--- src/rtl/serial_add_ctrl.sv ---
// Bit-serial adder: one full-adder cell, one operand bit per clock, LSB first.
// start/busy/done handshake; sum/cout are registered and hold between ops.

// 1-bit full adder cell shared by every bit position of the serial add.
module fa (
  input  logic a,
  input  logic b,
  input  logic ci,
  output logic s,
  output logic co
);
  assign s  = a ^ b ^ ci;
  assign co = (a & b) | (ci & (a ^ b));
endmodule

module serial_add_ctrl #(
  parameter int WIDTH = 8
) (
  input  logic             clk,
  input  logic             rst_n,
  input  logic             start,
  input  logic [WIDTH-1:0] a,
  input  logic [WIDTH-1:0] b,
  input  logic             cin,
  output logic             busy,
  output logic             done,
  output logic [WIDTH-1:0] sum,
  output logic             cout
);

  localparam int CW = (WIDTH > 1) ? $clog2(WIDTH) : 1;
  localparam logic [CW-1:0] LAST_BIT = CW'(WIDTH - 1);

  typedef enum logic [1:0] {
    IDLE = 2'd0,
    RUN  = 2'd1,
    DONE = 2'd2
  } state_t;

  state_t           state_r;
  state_t           next_state_s;
  logic             load_s;
  logic             last_s;

  logic [WIDTH-1:0] areg_r;
  logic [WIDTH-1:0] breg_r;
  logic [WIDTH-1:0] pres_r;
  logic [WIDTH-1:0] pres_next_s;
  logic             c_r;
  logic [CW-1:0]    cnt_r;

  logic             busy_r;
  logic             done_r;
  logic [WIDTH-1:0] sum_r;
  logic             cout_r;

  logic             fa_sum_s;
  logic             fa_co_s;

  fa u_fa (
    .a  (areg_r[0]),
    .b  (breg_r[0]),
    .ci (c_r),
    .s  (fa_sum_s),
    .co (fa_co_s)
  );

  // New sum bit enters at the MSB; after WIDTH shifts bit 0 is the LSB.
  assign pres_next_s = (pres_r >> 1) | {fa_sum_s, {(WIDTH-1){1'b0}}};

  // Next-state decode plus operand-load and last-bit strobes.
  always_comb begin
    next_state_s = state_r;
    load_s       = 1'b0;
    last_s       = 1'b0;
    case (state_r)
      IDLE: begin
        if (start) begin
          load_s       = 1'b1;
          next_state_s = RUN;
        end else begin
          next_state_s = IDLE;
        end
      end
      RUN: begin
        if (cnt_r == LAST_BIT) begin
          last_s       = 1'b1;
          next_state_s = DONE;
        end else begin
          next_state_s = RUN;
        end
      end
      DONE: begin
        if (start) begin
          load_s       = 1'b1;
          next_state_s = RUN;
        end else begin
          next_state_s = IDLE;
        end
      end
      default: begin
        next_state_s = IDLE;
      end
    endcase
  end

  // State register with registered busy/done flags decoded from the next state.
  always_ff @(posedge clk or negedge rst_n) begin
    if (!rst_n) begin
      state_r <= IDLE;
      busy_r  <= 1'b0;
      done_r  <= 1'b0;
    end else begin
      state_r <= next_state_s;
      busy_r  <= (next_state_s == RUN);
      done_r  <= (next_state_s == DONE);
    end
  end

  // Operand capture and one-bit-per-cycle shift datapath.
  always_ff @(posedge clk or negedge rst_n) begin
    if (!rst_n) begin
      areg_r <= {WIDTH{1'b0}};
      breg_r <= {WIDTH{1'b0}};
      pres_r <= {WIDTH{1'b0}};
      c_r    <= 1'b0;
      cnt_r  <= {CW{1'b0}};
    end else if (load_s) begin
      areg_r <= a;
      breg_r <= b;
      pres_r <= {WIDTH{1'b0}};
      c_r    <= cin;
      cnt_r  <= {CW{1'b0}};
    end else if (state_r == RUN) begin
      areg_r <= areg_r >> 1;
      breg_r <= breg_r >> 1;
      pres_r <= pres_next_s;
      c_r    <= fa_co_s;
      // Wrap to zero on the last bit so the counter stays within WIDTH-1.
      cnt_r  <= last_s ? {CW{1'b0}} : (cnt_r + CW'(1));
    end
  end

  // Result registers: written only on the completing edge, held otherwise.
  always_ff @(posedge clk or negedge rst_n) begin
    if (!rst_n) begin
      sum_r  <= {WIDTH{1'b0}};
      cout_r <= 1'b0;
    end else if (last_s) begin
      sum_r  <= pres_next_s;
      cout_r <= fa_co_s;
    end
  end

  assign busy = busy_r;
  assign done = done_r;
  assign sum  = sum_r;
  assign cout = cout_r;

endmodule

--- config.mk ---
export PLATFORM = sky130hd
export DESIGN_NAME = serial_add_ctrl
export DESIGN_NICKNAME = d
export VERILOG_FILES = /design/src/rtl/serial_add_ctrl.sv
export SDC_FILE = /design/constraint.sdc
export NUM_CORES = 1
export LEC_CHECK = 0
export CORE_UTILIZATION = 30
export DETAILED_ROUTE_END_ITERATION = 7
export GPL_TIMING_DRIVEN = 0
export SYNTH_ARGS = -nofsm -noshare
export SYNTH_HDL_FRONTEND = slang
export SYNTH_SLANG_ARGS = --single-unit
--- constraint.sdc ---
create_clock -name clk -period 1.6 [get_ports clk]
set_input_delay 0.24 -clock clk [delete_from_list [all_inputs] [get_ports clk]]
set_output_delay 0.24 -clock clk [all_outputs]
set_load 0.005 [all_outputs]
=== Word-level counts from Yosys, hierarchy flattened ===
Cells that the tools add are included.
W data, S select, Z words.

* Register bits after elaboration: 41
* Input port bits: 20
* Output and inout bits: 11
* Word-level logic and storage cells: 43

* Add/subtract/negate cells: 1
* Equality and inequality tests: 5
* Multiplexer cells: 18
* Bitwise logic cells: 6
* Reduce and logical (&&, ||, !) cells: 3

{| class="wikitable"
|+ Operator list
! kind !! number
|-
| $mux W8 || 6
|-
| $mux W3 || 3
|-
| $or A7 B8 Y8 || 1
|-
| $mux W1 || 7
|-
| $eq A2 B1 Y1 const B || 2
|-
| $eq A2 B2 Y1 const B || 2
|-
| $pmux W2 S2 || 1
|-
| $add A3 B1 Y3 const B || 1
|-
| $eq A3 B3 Y1 const B || 1
|-
| $and A1 B1 Y1 || 2
|-
| $logic_not A2 Y1 || 1
|-
| $mux W2 || 1
|-
| $reduce_bool A2 Y1 || 1
|-
| $reduce_or A2 Y1 || 1
|-
| $xor A1 B1 Y1 || 2
|-
| $or A1 B1 Y1 || 1
|}

=== Depth between registers and ports, before layout ===
Gate-level depths: netlist of the first run.

* Depth in word-level cells: 6
* Mapped depth: 6
* Mapped depth without buffers: 5

=== Cells and area by module ===
Synthesis of the first run repeated with hierarchy kept, for this count alone.

* Cell total of the unflattened synthesis: 142
* Area, all modules: 2021.9 µm²

{| class="wikitable"
|+ Modules (own cells, without submodules)
! module !! times used !! cells each !! area an instance (µm²)
|-
| serial_add_ctrl || 1 || 141 || 2001.9
|-
| fa || 1 || 1 || 20.0
|}

=== Worst setup path after synthesis of the first run ===
OpenSTA, ideal clock, no wires.

* Kind: flip-flop to flip-flop
* From: register cnt_r[0]
* To: register cout_r (netlist: cout)
* Arrival: 1.312 ns
* Required time: 1.475 ns
* Slack: 0.163 ns
* Stages on the path, launching flop included: 6
* Buffers on the path: 1
* Cell sequence: dfrtp_1 -> ha_1 -> ha_1 -> nand2_2 -> buf_6 -> mux2_4

* Cells in the longest elaborated chain, start to end: 3

{| class="wikitable"
|+ Ends and longest elaborated chain
! what !! line !! RTL
|-
| start, declared || 50 || <nowiki>logic [CW-1:0] cnt_r;</nowiki>
|-
| start signal, assigned || 127 || <nowiki>cnt_r <= {CW{1'b0}};</nowiki>
|-
| start signal, assigned || 133 || <nowiki>cnt_r <= {CW{1'b0}};</nowiki>
|-
| start signal, assigned || 140 || <nowiki>cnt_r <= last_s ? {CW{1'b0}} : (cnt_r + CW'(1));</nowiki>
|-
| $eq A3 B3 Y1 || 86 || <nowiki>if (cnt_r == LAST_BIT) begin</nowiki>
|-
| $mux W1 || 86 ||
|-
| $mux W1 || 76 || <nowiki>case (state_r)</nowiki>
|-
| end signal, assigned || 151 || <nowiki>cout_r <= fa_co_s;</nowiki>
|-
| end, declared || 55 || <nowiki>logic cout_r;</nowiki>
|}

Every way passes these cells.
A chain may end at the register's enable or synchronous reset.

=== Worst setup path after layout of the first run ===
* From: register cnt_r[0]
* To: register sum_r[4] (netlist: sum[4])

* Cells in the longest elaborated chain, start to end: 3

{| class="wikitable"
|+ Ends and longest elaborated chain
! what !! line !! RTL
|-
| $eq A3 B3 Y1 || 86 ||
|-
| $mux W1 || 86 ||
|-
| $mux W1 || 76 ||
|-
| end signal, assigned || 147 || <nowiki>sum_r <= {WIDTH{1'b0}};</nowiki>
|-
| end signal, assigned || 150 || <nowiki>sum_r <= pres_next_s;</nowiki>
|-
| end, declared || 54 || <nowiki>logic [WIDTH-1:0] sum_r;</nowiki>
|}

Every way passes these cells.

==> results.txt, run 1 <==
The flow ran to the end, and the final reports show no timing, DRC or antenna violations. The wire-length estimate of the detail-placed layout is 2.497 mm. The final total power came out at 4303 uW. After the flow finishes, the layout carries non-filler instances totaling 264. Setup repair after global routing left no endpoint under its margin.

In this run the static leakage power is 0.001049 uW. Highest-delay cell along the critical path: sky130_fd_sc_hd__dfrtp_1. The number of antenna diodes in the final layout is 0.

The logs give 13.15% for the overall fraction of global-route tracks in use and 0.006431 sq mm for the die area. The tool flagged a number of max-cap violations equal to 0. For the count of pins over their slew limit, the log shows 0.

The depth of the worst register-to-register path was 5; the clock sink total was 40. Static timing analysis puts the maximum clock frequency at 658.8 MHz. The area of placed instances came out at 0.002243 sq mm. The insertion delay to the later sink of the worst-skew pair is 0.29 ns. Of the cells placed in the final design, the portion with a size suffix greater than 1 is 16.93%. Summed over its instances, the top area cell type makes up 54.57% of the synthesized netlist area.

Clock-pin slew was measured on the worst setup and hold paths at 0.08 ns. For the overall via count from detail_route, the log shows 1241. TritonCTS built the clock tree.

Number of search-and-repair iterations in the first detailed-routing pass: 4. After synthesis, the cell types taking the most area are sky130_fd_sc_hd__dfrtp_1 55%, sky130_fd_sc_hd__mux2_4 6.5%, sky130_fd_sc_hd__mux2i_1 6.0%. In the final routed layout, each cell accounts on average for 14.11 um.

On the worst path, the slowest cell contributes a delay of 0.41 ns. The part of the Yosys area used for sequential elements is 54.57%, and the antenna violation net count after detailed routing is 0. The cell repeated most along the worst path is sky130_fd_sc_hd__ha_1. In this run the tightest slew margin relative to its limit is 66.62%. Registers take 0.001001 sq mm. The synthesized netlist cell count was 149; the width of the chip was 80.20 um.

Routability-driven placement finished with a final weighted congestion of 0.7412. In the routed layout, each cell is associated on average with a via count of 4.701. The maximum VDD drop is 0.6262 mV. The power density relative to cell area came out at 1819 mW/mm^2.

The final non-filler cell area was 0.002366 sq mm. For this configuration, the core starts out at a cell density of 30.98%. The run gives 172 as the net count of the mapped netlist. The tools report the total negative slack for setup checks as 0 ns. The number of clock buffers inserted by TritonCTS is 5. The layout has 584 filler cells. The mapped netlist covers 0.001834 sq mm.

The min-delay analysis places its worst path in the category input pin to async pin. The tools report the number of buffers on the longest clock path as 2. Of all cell types, the one taking the most synthesized area is sky130_fd_sc_hd__dfrtp_1. At the worst endpoint, the required time is 1.78 ns. The final period utilization works out to 94.87%. Startpoint kind of the worst setup timing path: a flip-flop. For this run, the post-layout net count is 211.

Yosys printed 0 warnings. Number of antenna violations at the first check in global routing: 0. The final hold violation count is 0. The via count of the first global-routing pass is 1235, and the worst clock skew on the final layout is 0.006723 ns. Once placement completed, the tool counted placed cells totaling 255.

In this run, synthesis produced a sequential element count of 40. For this run, design rule violations remaining after detail routing come to 0. From synthesis to final layout, the design area changed by 28.99%. The cell sitting at the root of the clock tree is a sky130_fd_sc_hd__clkbuf_8. Global routing finished with a remaining overflow of 0.

In the final layout, the multi-input gates occupy 723.2 sq um. At the pin with the least slew margin, the transition time is 0.5007 ns. After the first detailed-routing iteration, the DRC count stood at 30. The mean area per synthesized cell works out to 12.31 sq um. Setup violations remaining at the end of the flow were counted as 0.

Die span in y: 80.20 um. The number of different library cells in the post-synthesis netlist was 25; the highest net fanout along the worst path was 10. The run gives 28 as the row count. 31 I/O pins were placed. In the post-route analysis, the smallest setup slack over all paths is 0.08206 ns.

For the worst slack at placement, the log shows -0.2374 ns. For the critical path data arrival time, the log shows 1.70 ns. The worst setup path is captured at a flip-flop. Total of buffers placed on input and output ports: 30. The first global-routing pass estimated 6.230 mm of wire. The maximum number of pins on one net before global-route repair was 36; the time the worst path needs with I/O delays and setup was 1.518 ns.

The setup path with the least slack is of type flip-flop to flip-flop. The most critical setup path has its startpoint at cnt_r[0]. Traced cell by cell, the critical path runs through ha_1 > ha_1 > nand2_2 > buf_6 > mux2_4.

The core region is 0.005921 sq mm. For this block, the routed nets add up to 3.726 mm of wire. The run gives 2 as the deepest level of the CTS H-tree. In this run the critical register-to-register path is launched from cnt_r[0].
[cell families after synthesis]
kind of cell / Yosys count / share of synthesized area (%)
AO/OA/AOI/OAI: 45 / 16.10
adder cells (fa/ha/maj): 3 / 2.455
buffers and inverters: 20 / 6.003
flip-flops: 40 / 54.57
multiplexers: 23 / 15.01
AND/OR/NAND/NOR: 18 / 5.866
[critical path, delay by kind of cell (launching register included)]
| kind | cells | cell delay, ns |
|---|---|---|
| fa+ha+maj | 2 | 0.43 |
| flops | 1 | 0.41 |
| mux | 1 | 0.31 |
| buf+inv | 1 | 0.17 |
| simple gates | 1 | 0.09 |
[metrics by stage]
stage | hold slack (ns) | util (%)
2_1_floorplan | -0.05559 | -
3_3_place_gp | 0.4964 | 37.64
3_5_place_dp | 0.08423 | 37.89
4_1_cts | 0.2939 | 39.94
5_1_grt | 0.3112 | 39.96
6_report | 0.2979 | 39.96
[worst paths after layout]
path,end,slack (ns)
max in group asynchronous,cnt_r[0],0.87
hold / removal,sum[5],0.30
hold reg to reg,sum[0],0.51
setup reg to reg,sum[4],0.08
min in group clk,sum[0],0.51
setup / recovery,sum[4],0.08
[power breakdown]
group | internal, uW | switching [uW] | leakage (uW) | total (uW)
sequential | 1470 | 307 | 0.000489 | 1780
clock | 462 | 367 | 0.0000541 | 828
combinational | 1010 | 690 | 0.000506 | 1700
total | 2940 | 1360 | 0.00105 | 4300
[cells in the mapped netlist (all sizes together)]
cell type and number:
mux2 12, and2b 1, o21ai 4, nand2b 2
a22o 10, nor2b 9, a21oi 15, nor3 1
clkbuf 2, ha 2, nor2 1, inv 8
and2 1, a21o 1, o22ai 6, dfrtp 40
nand3 2, a211oi 9, fa 1, nand2 1
mux2i 11, buf 10
[flip-flops by register name, summed over array words and instances, names as in the netlist]
register,flops
pres_r,7
areg_r,8
c_r,1
busy,1
cnt_r,3
sum,8
cout,1
breg_r,8
state_r,2
done,1
[layout by cell type (no fill, tap or decap), types with 2 or more instances in the layout]
cell type                         count
sky130_fd_sc_hd__o21ai_0              4
sky130_fd_sc_hd__mux2_2               4
sky130_fd_sc_hd__a22o_1              10
sky130_fd_sc_hd__buf_2                5
sky130_fd_sc_hd__nand3_1              2
sky130_fd_sc_hd__clkbuf_8             5
sky130_fd_sc_hd__mux2_4               8
sky130_fd_sc_hd__a211oi_1             9
sky130_fd_sc_hd__buf_6                4
sky130_fd_sc_hd__dfrtp_1             40
sky130_fd_sc_hd__nor2b_1              9
sky130_fd_sc_hd__a21oi_1             15
sky130_fd_sc_hd__mux2i_1             11
sky130_fd_sc_hd__inv_1                8
sky130_fd_sc_hd__clkdlybuf4s50_1     29
sky130_fd_sc_hd__ha_1                 2
sky130_fd_sc_hd__clkbuf_1             2
sky130_fd_sc_hd__o22ai_1              6
sky130_fd_sc_hd__nand2b_1             2
[cell type report]
| class | count | area share, % |
|---|---|---|
| Sequential cell | 40 | 42.31 |
| Multi-Input combinational cell | 89 | 30.57 |
| Timing Repair Buffer | 32 | 13.75 |
| Tap cell | 75 | 3.966 |
| Buffer | 12 | 3.437 |
| Clock buffer | 5 | 2.909 |
| Clock inverter | 3 | 1.798 |
| Inverter | 8 | 1.269 |
[metal layers]
layer	wire [um]	GRT usage, %	vias up
li1	-	-	609
met1	1811	17.81	601
met2	1725	19.57	26
met3	134	3.409	5
met4	55	5.893	0
met5	0	0	-
[timing repair]
item | 4_1_cts | 5_1_grt
buffers inserted | 0 | 0
resized for setup | 0 | 1
hold endpoints to repair | 5 | 0
hold buffers | 1 | 0
setup endpoints to repair | 0 | 2
Power figures use the tool's default switching activity.
==> run 2: changes to the inputs <==
- ABC_CLOCK_PERIOD_IN_PS: unset -> 1600
- REMOVE_ABC_BUFFERS: unset -> 1
==> run 2 against run 1 <==
- first-iteration DRC count increased by 90%
- flip-flop and latch count unchanged
- die area did not move
- largest cell class unchanged
- maximum frequency shrank 0.86%
- core utilization is 0.91 points lower
- final area fell by 2.3%
- register-to-register slack is essentially flat
- sequential power up 3%
- hold slack improved by 0.0098 ns
- worst setup slack got worse by 0.013 ns
==> results.txt, run 2 (synthesis gave the netlist of run 1 again) <==
The run finished with clean final reports. Most frequent cells in the layout: 38 x sky130_fd_sc_hd__dfrtp_1, 28 x sky130_fd_sc_hd__clkdlybuf4s50_1, 15 x sky130_fd_sc_hd__a21oi_1 (was 40 x sky130_fd_sc_hd__dfrtp_1, 29 x sky130_fd_sc_hd__clkdlybuf4s50_1, 15 x sky130_fd_sc_hd__a21oi_1). For the area inside the core boundary, the log shows 0.005921 sq mm (unchanged).

Fill cell total of the finished layout: 579 (was 584). The overall via count from detail_route is 1190 (was 1241), and the residual DRC count is 0 (unchanged). The wire length the detailed router placed on met1 is 1.634 mm (was 1.811 mm), and the number of clock buffers inserted by TritonCTS is 5 (unchanged). The maximum number of pins on one net before global-route repair was 34 (was 36); the fraction of final layout cells sized beyond drive strength 1 was 18.89% (was 16.93%). The highest net fanout along the worst path was 16 (was 10); the count of pins over their slew limit was 0 (unchanged). The relative contribution of sequential cells to total power is 44.5% (was 41.3%), and the first-pass GRT wire length is 5.547 mm (was 6.230 mm). The run gives 3.398 mm (was 3.726 mm) as the routed wire length. TritonCTS built the clock tree.

The final hold violation count is 0 (unchanged). Internal power consumption: 2776 uW (was 2940 uW). The tools report the final setup violation count as 0 (unchanged). The total number of nets in the final design came out at 202 (was 211). The run gives 0.001008 sq mm (was 0.001001 sq mm) as the storage element area.

The power density relative to cell area works out to 1773 mW/mm^2 (was 1819 mW/mm^2). The clock network fraction of total power is 17.3% (was 19.2%), and the clock sink total is 40 (unchanged). The data required time at the worst endpoint is 1.79 ns (was 1.78 ns), and the switching share of total power is 32.26% (was 31.69%). The run gives 11.82% (was 13.15%) as the overall fraction of global-route tracks in use. Class of the worst hold path: input pin to async pin (unchanged). The run gives 4098 uW (was 4303 uW) as the final total power. The tools report the worst clock skew on the final layout as 0.006376 ns (was 0.006723 ns).

The vias per cell was 4.667 (was 4.701); the maximum VDD drop was 0.7245 mV (was 0.6262 mV). For the power share of the combinational group, the log shows 38.2% (was 39.4%). The net load switching power was 1322 uW (was 1364 uW).

The detailed-route wire length per cell is 13.33 um (was 14.11 um), and the antenna violation net count after detailed routing is 0 (unchanged). The number of buffers on the longest clock path is 2 (unchanged), and the final non-filler cell area is 0.002312 sq mm (was 0.002366 sq mm). The launching point of the worst reg2reg path was state_r[0] (was cnt_r[0]). The run gives 1.560 mm (was 1.725 mm) as the routed length on met2. Area of placed instances: 0.002163 sq mm (was 0.002243 sq mm). The actual slew at the worst max-slew pin is 0.4813 ns (was 0.5007 ns). The tools report the number of ports placed on the die boundary as 31 (unchanged). The number of max-capacitance violations reported came out at 0 (unchanged). The run gives 0 (unchanged) as the number of antenna violations at the first check in global routing. Setup repair after global routing left no endpoint under its margin. The tools report the die area as 0.006431 sq mm (unchanged). The width of the chip was 80.20 um (unchanged). The tools report the critical path endpoint category as a flip-flop (unchanged). For the weighted congestion at the end of routability-driven global placement, the log shows 0.6565 (was 0.7412). The clock transition at the register clock pins on the worst setup and hold paths after CTS came out at 0.08 ns (about the same).

The row count was 28 (unchanged); the via count of the first global-routing pass was 1170 (was 1235). For the global-route congestion overflow total, the log shows 0 (unchanged). The layout overhead on the synthesized area came out at 26.06% (was 28.99%).

The tools report the headroom to the max-slew limit as 67.91% (was 66.62%). The final period utilization came out at 95.69% (was 94.87%). The die span in y was 80.20 um (unchanged); the deepest level of the CTS H-tree was 2 (unchanged). The total of buffers placed on input and output ports came out at 30 (unchanged). The leading cell type in the layout, fill and taps excluded was sky130_fd_sc_hd__dfrtp_1 (unchanged). The time the worst path needs with I/O delays and setup was 1.531 ns (was 1.518 ns); the DRC violation total after the first TritonRoute iteration was 57 (was 30). The clock tree root buffer cell is sky130_fd_sc_hd__clkbuf_8 (unchanged). The tools report the startpoint kind of the worst setup timing path as a flip-flop (unchanged).

The area taken by multi-input logic gates came out at 738.2 sq um (was 723.2 sq um). The count of inserted antenna diode cells came out at 0 (unchanged). For the maximum clock rate, the log shows 653.1 MHz (was 658.8 MHz). The tools report the insertion delay to the later sink of the worst-skew pair as 0.30 ns (was 0.29 ns). The critical path data arrival time is 1.72 ns (was 1.70 ns). The initial core utilization is 30.98% (unchanged), and the detailed route wirelength on metal3 is 141 um (was 134 um).

The tools report the HPWL after detailed placement as 2.139 mm (was 2.497 mm). The highest layer used for signal routing was met4 (unchanged). Source of the critical timing path: state_r[0] (was cnt_r[0]). Category of the most critical setup path: flip-flop to flip-flop (unchanged). The worst hold slack is 0.3077 ns (was 0.2979 ns), and the number of search-and-repair iterations in the first detailed-routing pass is 4 (unchanged). The leakage power of the design is 0.001014 uW (was 0.001049 uW).
==> run 2: worst max-delay path, cell delays in order, from the launching register on <==
cell,delay (ns)
sky130_fd_sc_hd__dfrtp_4,0.58
sky130_fd_sc_hd__and2b_2,0.29
sky130_fd_sc_hd__nand2_4,0.19
sky130_fd_sc_hd__mux2_2,0.35
==> run 2: timing repair <==
action / CTS / global route
gates resized for setup: 12 / 1
hold buffers: 1 / 0
buffers inserted: 3 / 0
setup endpoints to repair: 26 / 1
endpoints found under the hold margin: 7 / 0
==> run 2: path summary, 6_finish.rpt <==
kind | end | slack, ns | cells after the start
min reg2reg | sum[3] | 0.51 | 1
max reg2reg | sum[0] | 0.07 | 3
min | sum[4] | 0.31 | 2
max in group asynchronous | state_r[1] | 0.85 | 3
max | sum[0] | 0.07 | 3
min in group clk | sum[3] | 0.51 | 1
==> run 2: area by class of cell <==
| type | instances | share of cell area, % |
|---|---|---|
| repair buffers | 35 | 15.10 |
| flip-flops and latches | 40 | 43.61 |
| clock inverters | 2 | 0.4329 |
| well taps | 75 | 4.058 |
| inverters | 8 | 1.299 |
| multi-input cells | 89 | 31.93 |
| clock buffers | 6 | 3.571 |
==> run 2: layer usage <==
metal / vias to the layer above / GRT usage, %
met2: 28 / 18.46
met1: 566 / 14.47
met3: 5 / 3.977
li1: 591 / -
met5: - / 0
met4: 0 / 5.893
==> run 2: power groups by stage <==
stage                     registers [uW]  logic (uW)  clock network [uW]
after floorplan                     1800         995                   0
after detailed placement            1900        1460                   0
after global routing                1900        1750                 778
after global placement              1880        1430                   0
after CTS                           1840        1590                 735
final                               1830        1560                 709
==> run 2: through the flow <==
step	util, %	std cells	setup WS [ns]	setup TNS [ns]
after global placement	36.28	242	-0.7725	-46.40
final	39.05	255	0.06895	0
after CTS	39.01	255	0.04241	0
after global routing	39.05	255	0.01439	0
after floorplan	-	137	-0.1276	-1.078
after detailed placement	36.54	243	-0.7783	-17.72
